**src/rtl/uart_tx_frame.sv**
```systemverilog
// uart_tx_frame: UART transmitter. Sends one parallel word per frame as
// start(0), DATA_WIDTH data bits LSB first, optional parity, stop(1).
// Each bit lasts prescale clk cycles (prescale 0 behaves as 1).
//
// Ports:
//   clk         rising-edge clock
//   rst         asynchronous active-high reset
//   p_data      word to send, captured on accept
//   data_valid  word request, accepted when data_valid & tx_ready
//   PAR_en      1 = append parity bit, captured on accept
//   PAR_typ     0 = even, 1 = odd parity, captured on accept
//   prescale    clk cycles per bit, captured on accept
//   tx_out      serial line, idle high
//   busy        high while a frame is on the line
//   tx_ready    a word can be accepted this cycle
//
// Build option UART_TX_HOLD_EN: adds a one-entry holding register so a word
// can be accepted while a frame is in flight and sent back-to-back with no
// idle cycle. Without it, tx_ready = ~busy.
module uart_tx_frame #(
   parameter int unsigned DATA_WIDTH = 8,
   parameter int unsigned PRESCALE_W = 6
) (
   input  logic                  clk,
   input  logic                  rst,
   input  logic [DATA_WIDTH-1:0] p_data,
   input  logic                  data_valid,
   input  logic                  PAR_en,
   input  logic                  PAR_typ,
   input  logic [PRESCALE_W-1:0] prescale,
   output logic                  tx_out,
   output logic                  busy,
   output logic                  tx_ready
);

   localparam int unsigned BIT_W = (DATA_WIDTH > 1) ? $clog2(DATA_WIDTH) : 1;
   localparam logic [BIT_W-1:0] LAST_BIT = BIT_W'(DATA_WIDTH - 1);

   typedef enum logic [2:0] {IDLE, START, DATA, PARITY, STOP} state_t;

   state_t                state, state_n;
   logic [PRESCALE_W-1:0] cnt, cnt_n;
   logic [PRESCALE_W-1:0] ps_m1, ps_m1_n, in_ps_m1, ld_ps_m1;
   logic [BIT_W-1:0]      bit_idx, bit_idx_n;
   logic [DATA_WIDTH-1:0] shreg, shreg_n, ld_data;
   logic                  par_en, par_en_n, par_bit, par_bit_n;
   logic                  ld_par_en, ld_par_typ;
   logic                  tx_out_n, busy_n, tx_ready_n;
   logic                  accept, bit_end, load;

`ifdef UART_TX_HOLD_EN
   logic                  frame_end;
   logic                  hold_full, hold_full_n;
   logic [DATA_WIDTH-1:0] hold_data, hold_data_n;
   logic                  hold_par_en, hold_par_en_n, hold_par_typ, hold_par_typ_n;
   logic [PRESCALE_W-1:0] hold_ps_m1, hold_ps_m1_n;

   assign frame_end = (state == STOP) && bit_end;
`endif

   assign accept   = data_valid & tx_ready;
   assign bit_end  = (cnt == ps_m1);
   // Bit-end compare uses prescale-1; a prescale of 0 collapses to 1-cycle bits.
   assign in_ps_m1 = (prescale == '0) ? '0 : prescale - PRESCALE_W'(1);

   // Next-state, shifter and registered-output logic
   always_comb begin
      state_n    = state;
      cnt_n      = cnt;
      bit_idx_n  = bit_idx;
      shreg_n    = shreg;
      par_en_n   = par_en;
      par_bit_n  = par_bit;
      ps_m1_n    = ps_m1;
      tx_out_n   = tx_out;
      busy_n     = busy;
      load       = 1'b0;
      ld_data    = p_data;
      ld_par_en  = PAR_en;
      ld_par_typ = PAR_typ;
      ld_ps_m1   = in_ps_m1;
`ifdef UART_TX_HOLD_EN
      hold_full_n    = hold_full;
      hold_data_n    = hold_data;
      hold_par_en_n  = hold_par_en;
      hold_par_typ_n = hold_par_typ;
      hold_ps_m1_n   = hold_ps_m1;
`endif

      if (state != IDLE) begin
         cnt_n = bit_end ? '0 : cnt + PRESCALE_W'(1);
      end

      // tx_out_n is the level of the bit being entered, so the line is registered
      case (state)
         START: begin
            if (bit_end) begin
               state_n   = DATA;
               bit_idx_n = '0;
               tx_out_n  = shreg[0];
            end
         end
         DATA: begin
            if (bit_end) begin
               if (bit_idx == LAST_BIT) begin
                  bit_idx_n = '0;
                  if (par_en) begin
                     state_n  = PARITY;
                     tx_out_n = par_bit;
                  end else begin
                     state_n  = STOP;
                     tx_out_n = 1'b1;
                  end
               end else begin
                  bit_idx_n = bit_idx + BIT_W'(1);
                  shreg_n   = shreg >> 1;
                  tx_out_n  = shreg_n[0];
               end
            end
         end
         PARITY: begin
            if (bit_end) begin
               state_n  = STOP;
               tx_out_n = 1'b1;
            end
         end
         STOP: begin
            if (bit_end) begin
               state_n  = IDLE;
               tx_out_n = 1'b1;
               busy_n   = 1'b0;
            end
         end
         default: ;
      endcase

`ifdef UART_TX_HOLD_EN
      // A held word takes priority at frame end; tx_ready is 0 then, so no accept collides.
      if (frame_end && hold_full) begin
         load        = 1'b1;
         ld_data     = hold_data;
         ld_par_en   = hold_par_en;
         ld_par_typ  = hold_par_typ;
         ld_ps_m1    = hold_ps_m1;
         hold_full_n = 1'b0;
      end else if (accept) begin
         if ((state == IDLE) || frame_end) begin
            load = 1'b1;
         end else begin
            hold_full_n    = 1'b1;
            hold_data_n    = p_data;
            hold_par_en_n  = PAR_en;
            hold_par_typ_n = PAR_typ;
            hold_ps_m1_n   = in_ps_m1;
         end
      end
`else
      // tx_ready = ~busy, so an accept can only happen in IDLE
      load = accept;
`endif

      if (load) begin
         state_n   = START;
         cnt_n     = '0;
         bit_idx_n = '0;
         shreg_n   = ld_data;
         par_en_n  = ld_par_en;
         par_bit_n = (^ld_data) ^ ld_par_typ;
         ps_m1_n   = ld_ps_m1;
         tx_out_n  = 1'b0;
         busy_n    = 1'b1;
      end

`ifdef UART_TX_HOLD_EN
      tx_ready_n = ~hold_full_n;
`else
      tx_ready_n = ~busy_n;
`endif
   end

   // State and data registers; reset forces the line idle immediately
   always_ff @(posedge clk or posedge rst) begin
      if (rst) begin
         state    <= IDLE;
         cnt      <= '0;
         bit_idx  <= '0;
         shreg    <= '0;
         par_en   <= 1'b0;
         par_bit  <= 1'b0;
         ps_m1    <= '0;
         tx_out   <= 1'b1;
         busy     <= 1'b0;
         tx_ready <= 1'b1;
`ifdef UART_TX_HOLD_EN
         hold_full    <= 1'b0;
         hold_data    <= '0;
         hold_par_en  <= 1'b0;
         hold_par_typ <= 1'b0;
         hold_ps_m1   <= '0;
`endif
      end else begin
         state    <= state_n;
         cnt      <= cnt_n;
         bit_idx  <= bit_idx_n;
         shreg    <= shreg_n;
         par_en   <= par_en_n;
         par_bit  <= par_bit_n;
         ps_m1    <= ps_m1_n;
         tx_out   <= tx_out_n;
         busy     <= busy_n;
         tx_ready <= tx_ready_n;
`ifdef UART_TX_HOLD_EN
         hold_full    <= hold_full_n;
         hold_data    <= hold_data_n;
         hold_par_en  <= hold_par_en_n;
         hold_par_typ <= hold_par_typ_n;
         hold_ps_m1   <= hold_ps_m1_n;
`endif
      end
   end

endmodule

```
**config.mk**
```make
export PLATFORM = sky130hd
export DESIGN_NAME = uart_tx_frame
export DESIGN_NICKNAME = d
export VERILOG_FILES = /design/src/rtl/uart_tx_frame.sv
export SDC_FILE = /design/constraint.sdc
export NUM_CORES = 1
export LEC_CHECK = 0
export CORE_MARGIN = 2
export CORE_UTILIZATION = 40
export CTS_CLUSTER_SIZE = 10
export DETAILED_ROUTE_END_ITERATION = 6
export HOLD_SLACK_MARGIN = 0.1
export PLACE_DENSITY = 0.61
export SLEW_MARGIN = 20
export SYNTH_ARGS = -nofsm -noshare
export SYNTH_HDL_FRONTEND = slang
export SYNTH_SLANG_ARGS = --single-unit
```
**constraint.sdc**
```tcl
create_clock -name clk -period 1.77 [get_ports clk]
set_input_delay 0.531 -clock clk [delete_from_list [all_inputs] [get_ports clk]]
set_output_delay 0.531 -clock clk [all_outputs]
set_load 0.02 [all_outputs]
```
==> impl_metrics.sql <==
INSERT INTO impl_metrics (metric_group, metric, value, unit) VALUES
('routing', 'dr_vias', '1473', ''),
('power', 'combPwrFrac', '8.2', '%'),
('synth', 'cell_variety_after_synth', '37', ''),
('global_routing', 'grt_start_max_net_pins', '32', ''),
('timing', 'timing.fmax', '571', 'MHz'),
('setup_path', 'slack_of_the_worst_reg_to_reg_path', '0.02', 'ns'),
('synth', 'syn_inst', '184', ''),
('timing', 'worst_pin_slew', '0.351', 'ns'),
('layout', 'antenna_cells', '0', ''),
('synth', 'top_cell_type_s_share_of_synthesized_area', '41.6', '%'),
('floorplanning', 'die_h', '70.0', 'µm'),
('floorplanning', 'fp.coreArea', '4260', 'µm²'),
('clocking', 'cts_num_sinks', '31', ''),
('worst_hold_path', 'min_path_cells', '2', ''),
('clocking', 'tritoncts.num_buffers', '5', ''),
('worst_hold_path', 'class_of_the_tightest_hold_or_removal_check', 'reg2reg', ''),
('power', 'seq_power_share', '49.4', '%'),
('global_routing', 'grt_pass1_wl', '6650', 'µm'),
('synth', 'postSynth.asyncResetShare', '100', '%'),
('timing', 'setup_ws', '0.0173', 'ns'),
('setup_path', 'timing.rr.end', 'state[1]', ''),
('power', 'report.power.total', '1.44', 'mW'),
('timing', 'rsz0062_at_grt', 'yes', ''),
('layout', 'final_nets', '253', ''),
('clocking', 'maximum_count_of_clock_buffers_along_a_single_path', '2', ''),
('clocking', 'tritoncts', 'yes', ''),
('timing', 'max-slew-margin-rel', '76.6', '%'),
('flow_run', 'drv.max_cap_violation_count', '0', ''),
('setup_path', 'cp_data_required_time', '1.94', 'ns'),
('floorplanning', 'die_width', '70.0', 'µm'),
('setup_path', 'crit_path_end_kind', 'register', ''),
('power', 'power.leakage', '1.00', 'nW'),
('layout', 'syn2layout_area_growth', '32.7', '%'),
('routing', 'detailed_routing_iterations_pass_1', '4', ''),
('synth', 'syn-cell-area', '1740', 'µm²'),
('global_routing', 'vias_in_the_first_global_route', '1560', ''),
('setup_path', 'worstSetupStartpoint', 'cnt[4]', ''),
('power', 'power-per-cell-area', '621', 'nW/µm²'),
('layout', 'fillerInstances', '390', ''),
('run_status', 'status', 'finished clean', ''),
('floorplanning', 'num_rows', '24', ''),
('placed_design', 'placedInstanceArea', '2150', 'µm²'),
('worst_hold_path', 'worst_hold_path.endpoint', 'par_bit', ''),
('layout', 'register_area', '778', 'µm²'),
('clocking', 'h_tree_depth_reported_by_cts', '2', ''),
('clocking', 'worst_setup_hold_path_clk_slew', '0.06', 'ns'),
('synth', 'yosys_warnings', '0', ''),
('power', 'power_switching', '0.303', 'mW'),
('floorplanning', 'boundaryPins', '22', ''),
('layout', 'multi_input_area', '932', 'µm²'),
('timing', 'setup_viol', '0', ''),
('timing', 'slew_violations', '0', ''),
('synth', 'synth_largest_area_cell', 'sky130_fd_sc_hd__dfrtp_1', ''),
('power', 'swShare', '21.1', '%'),
('setup_path', 'path_max_fanout', '6', ''),
('timing', 'period_needed', '1.75', 'ns'),
('synth', 'synth_sequential_area_ratio', '44.7', '%'),
('routing', 'first_iter_violations', '109', ''),
('routing', 'viasPerCell', '5.22', ''),
('global_routing', 'antenna_found_initial', '0', ''),
('timing', 'worst_clock_skew', '0.00437', 'ns'),
('setup_path', 'worstReg2RegStart', 'cnt[4]', ''),
('setup_path', 'r2r_cells', '7', ''),
('routing', 'post_drt_wl_per_cell', '13.0', 'µm'),
('timing', 'period_share', '99.0', '%'),
('routing', 'drcViolationCount', '0', ''),
('layout', 'layout.cells.most_common_list', '29 x sky130_fd_sc_hd__dfrtp_1, 28 x sky130_fd_sc_hd__nand2_1, 24 x sky130_fd_sc_hd__buf_4', ''),
('synth', 'average_size_of_a_mapped_cell', '9.47', 'µm²'),
('placed_design', 'io_buffer_count', '21', ''),
('power', 'p_clk_share', '42.4', '%'),
('floorplanning', 'dieArea', '4900', 'µm²');
[layer usage]
metal  vias up  GRT usage, %  wire [µm]
li1        728             -          -
met1       703          19.9       1570
met2        36          28.7       1870
met3         6          4.91        168
met4         0          6.41         51
met5         -             0          0
[worst max path at each step]
| stage | slack [ns] | end | cells past startpoint |
|---|---|---|---|
| 2_1_floorplan | 0.006 | state[1] | 5 |
| 3_3_place_gp | -0.06 | par_bit | 6 |
| 3_5_place_dp | -0.09 | shreg[5] | 5 |
| 4_1_cts | 0.007 | busy | 1 |
| 5_1_grt | -0.03 | state[1] | 7 |
| 6_report | 0.02 | state[1] | 7 |
[kinds of logic (layout without fill, tap and decap cells)]
family                   Yosys count  after routing  synth area share (%)
AND/OR/NAND/NOR                   60             60                  17.7
AO/OA/AOI/OAI                     42             42                  14.2
flip-flops                        31             31                  44.7
XOR/XNOR                          20             20                  10.1
buffers and inverters             15             61                  3.45
multiplexers                      11             11                  6.39
adder cells (fa/ha/maj)            5              5                  3.59
[cell usage after synthesis (3+ instances only)]
master,n
sky130_fd_sc_hd__nor2_1,10
sky130_fd_sc_hd__dfrtp_1,29
sky130_fd_sc_hd__xor2_1,9
sky130_fd_sc_hd__inv_1,7
sky130_fd_sc_hd__nand2_1,28
sky130_fd_sc_hd__a31oi_1,8
sky130_fd_sc_hd__nand2b_1,4
sky130_fd_sc_hd__xnor2_1,11
sky130_fd_sc_hd__nand3_1,3
sky130_fd_sc_hd__and3_1,4
sky130_fd_sc_hd__ha_1,5
sky130_fd_sc_hd__o21ai_0,22
sky130_fd_sc_hd__buf_2,3
sky130_fd_sc_hd__clkbuf_1,4
sky130_fd_sc_hd__a21oi_1,4
sky130_fd_sc_hd__mux2i_1,10
[power groups by stage]
stage | logic, mW | clock network [mW] | registers, mW
after floorplan | 0.0549 | 0 | 0.722
after global placement | 0.118 | 0 | 0.722
after detailed placement | 0.120 | 0 | 0.722
after CTS | 0.121 | 0.619 | 0.709
after global routing | 0.131 | 0.668 | 0.708
final | 0.118 | 0.609 | 0.709
[registers in the layout (all words and copies together) (netlist names)]
signal	cells
bit_idx	3
busy	1
cnt	6
par_bit	1
par_en	1
ps_m1	6
shreg	8
state	3
tx_out	1
tx_ready	1
[worst max-delay path, cell delays in order (launching register included)]
cell                      delay [ns]
sky130_fd_sc_hd__dfrtp_1        0.40
sky130_fd_sc_hd__xor2_1         0.19
sky130_fd_sc_hd__nor4_4         0.34
sky130_fd_sc_hd__nand2_4        0.11
sky130_fd_sc_hd__buf_4          0.15
sky130_fd_sc_hd__buf_4          0.13
sky130_fd_sc_hd__o31ai_4        0.22
sky130_fd_sc_hd__a21oi_2        0.08
[stage by stage]
step / hold slack (ns) / TNS [ns] / instances / utilization, %
after CTS: 0.486 / 0 / 281 / 53.3
after floorplan: 0.449 / 0 / 184 / -
final: 0.482 / 0 / 282 / 54.2
after detailed placement: 0.472 / -0.892 / 270 / 50.5
after global routing: 0.517 / -0.0382 / 282 / 54.2
after global placement: 0.468 / -0.484 / 270 / 50.5
[timing repair]
action	in CTS	in global routing
pin swaps	3	2
resized for setup	2	9
endpoints found under the hold margin	0	0
endpoints found under the setup margin	3	12
setup buffers	3	1
[final cells by class]
class | instances | area share [%]
sequential | 31 | 33.7
tap | 52 | 2.81
clock buffer | 8 | 4.33
multi-input combinational | 138 | 40.3
timing repair buffer | 46 | 17.7
inverter | 7 | 1.14
Power figures use the tool's default switching activity.
==> patch (same settings) <==
The parameter `PRESCALE_W` goes from 6 to 12.
--- a/src/rtl/uart_tx_frame.sv
+++ b/src/rtl/uart_tx_frame.sv
@@ -19,7 +19,7 @@
 // idle cycle. Without it, tx_ready = ~busy.
 module uart_tx_frame #(
    parameter int unsigned DATA_WIDTH = 8,
-   parameter int unsigned PRESCALE_W = 6
+   parameter int unsigned PRESCALE_W = 12
 ) (
    input  logic                  clk,
    input  logic                  rst,
Interface: changed (resized prescale); port bits go from 22 to 28. No check against the original RTL was run, so the function may have changed too.
==> patch against the unedited design <==
The flow now finishes with violations (setup timing); power increased by 140%; global-route usage increased by 2.2 points; cell area grew 55%; sequential cell count is 12 higher; routed wire length grew 65%; first-iteration DRC count grew 18%; combinational power rose to 13 times the old value; sequential power up 100%; setup slack got worse by 86 ps; fmax decreased by 4.7%; area after synthesis rose by 41%; critical path type unchanged; largest cell class unchanged.
==> patch: results (changes against the unedited design) <==
{| class="wikitable"
! Metric !! Value
|-
| Post-synthesis compound-gate area fraction || 13.0% (was 14.2%)
|-
| Final worst-path setup slack || -68.5 ps (was 17.3 ps)
|-
| Power consumed by the clock network || 0.568 mW (was 0.609 mW)
|-
| Highest-delay cell along the critical path || or3_4 (was dfrtp_1)
|-
| Crit path arrival time || 2010 ps (was 1920 ps)
|-
| Status || finished, violations left (was complete, no violations)
|-
| All-layer global routing usage || 19.0% (was 16.8%)
|-
| Violated checks || setup timing
|-
| Measured slew at the worst slew-check pin || 353 ps (was 351 ps)
|-
| VDD IR-drop max || 0.000488 V (was 0.000371 V)
|-
| Worst slack at placement || -501 ps (was -90.9 ps)
|-
| Post_cts resized || 28 (was 2)
|-
| DR vias || 2274 (was 1473)
|-
| Total placed instance area || 0.00322 mm2 (was 0.00215 mm2)
|-
| Number of nets produced by synthesis || 305 (was 208)
|-
| Met1 capacity usage during global routing || 26.8% (was 19.9%)
|-
| Count of routing violations after the opening detailed-route iteration || 129 (was 109)
|-
| Post-Place Cells || 419 (was 270)
|-
| Fraction of layout instances using a drive strength above 1 || 31.1% (was 19.6%)
|-
| Setup Viol. Count Final || 11 (was 0)
|-
| Sequential power share || 41.2% (was 49.4%)
|-
| Fraction of the mapped netlist area in adder cells || 2.54% (was 3.59%)
|-
| Switching share of power || 35.1% (was 21.1%)
|-
| Most common cell after layout, fill and taps aside || buf_4 (was dfrtp_1)
|-
| Met3 GRT Util || 2.61% (was 4.91%)
|-
| Multiplexer area fraction after synthesis || 5.28% (was 6.39%)
|-
| Placer congestion estimate || 0.827 (was 0.829)
|-
| Cell types occupying the most area after synthesis || dfrtp_1 (42%), nand2_1 (6.4%), xnor2_1 (5.3%), mux2i_1 (5.3%), xor2_1 (5.0%) (was dfrtp_1 (42%), o21ai_0 (6.3%), nand2_1 (6.0%), mux2i_1 (5.7%), xnor2_1 (5.5%))
|-
| List of most frequent post-synthesis cells || nand2_1 (42), dfrtp_1 (41), o21ai_0 (19) (was dfrtp_1 (29), nand2_1 (28), o21ai_0 (22))
|-
| Global-route wire length before repair || 9.89 mm (was 6.65 mm)
|-
| # port buffers || 27 (was 21)
|-
| Final clock skew || 13.3 ps (was 4.37 ps)
|-
| Layout Nets || 391 (was 253)
|-
| Length in cells of the worst reg-to-reg path || 5 (was 7)
|}
==> patch: cell types whose count changed after synthesis, sizes merged, moves of 4 or more <==
cell    before  now
inv          7   12
nand3        3   12
nor3         2    8
a21oi        4   17
xor2         9   14
nor4         1    7
a31oi        8    2
nor2        10   18
o22ai        1    7
xnor2       11   15
clkbuf       4   10
nand2       29   42
dfrtp       29   41
==> patch: final timing paths <==
path	from	endpoint	slack (ps)
worst max register to register	ps_m1[9]	bit_idx[1]	-70
worst min register to register	par_bit	par_bit	500
max in group asynchronous	rst	shreg[0]	900
min in group asynchronous	rst	par_en	600
worst min-delay path	par_bit	par_bit	500
worst max-delay path	ps_m1[9]	bit_idx[1]	-70
==> patch: layout make-up <==
cell class,count,area (um2)
timing repair buffer,89,763
inverter,12,45.0
tap,75,93.8
clock buffer,6,72.6
sequential,43,1080
fill,511,2340
multi-input combinational,210,1520
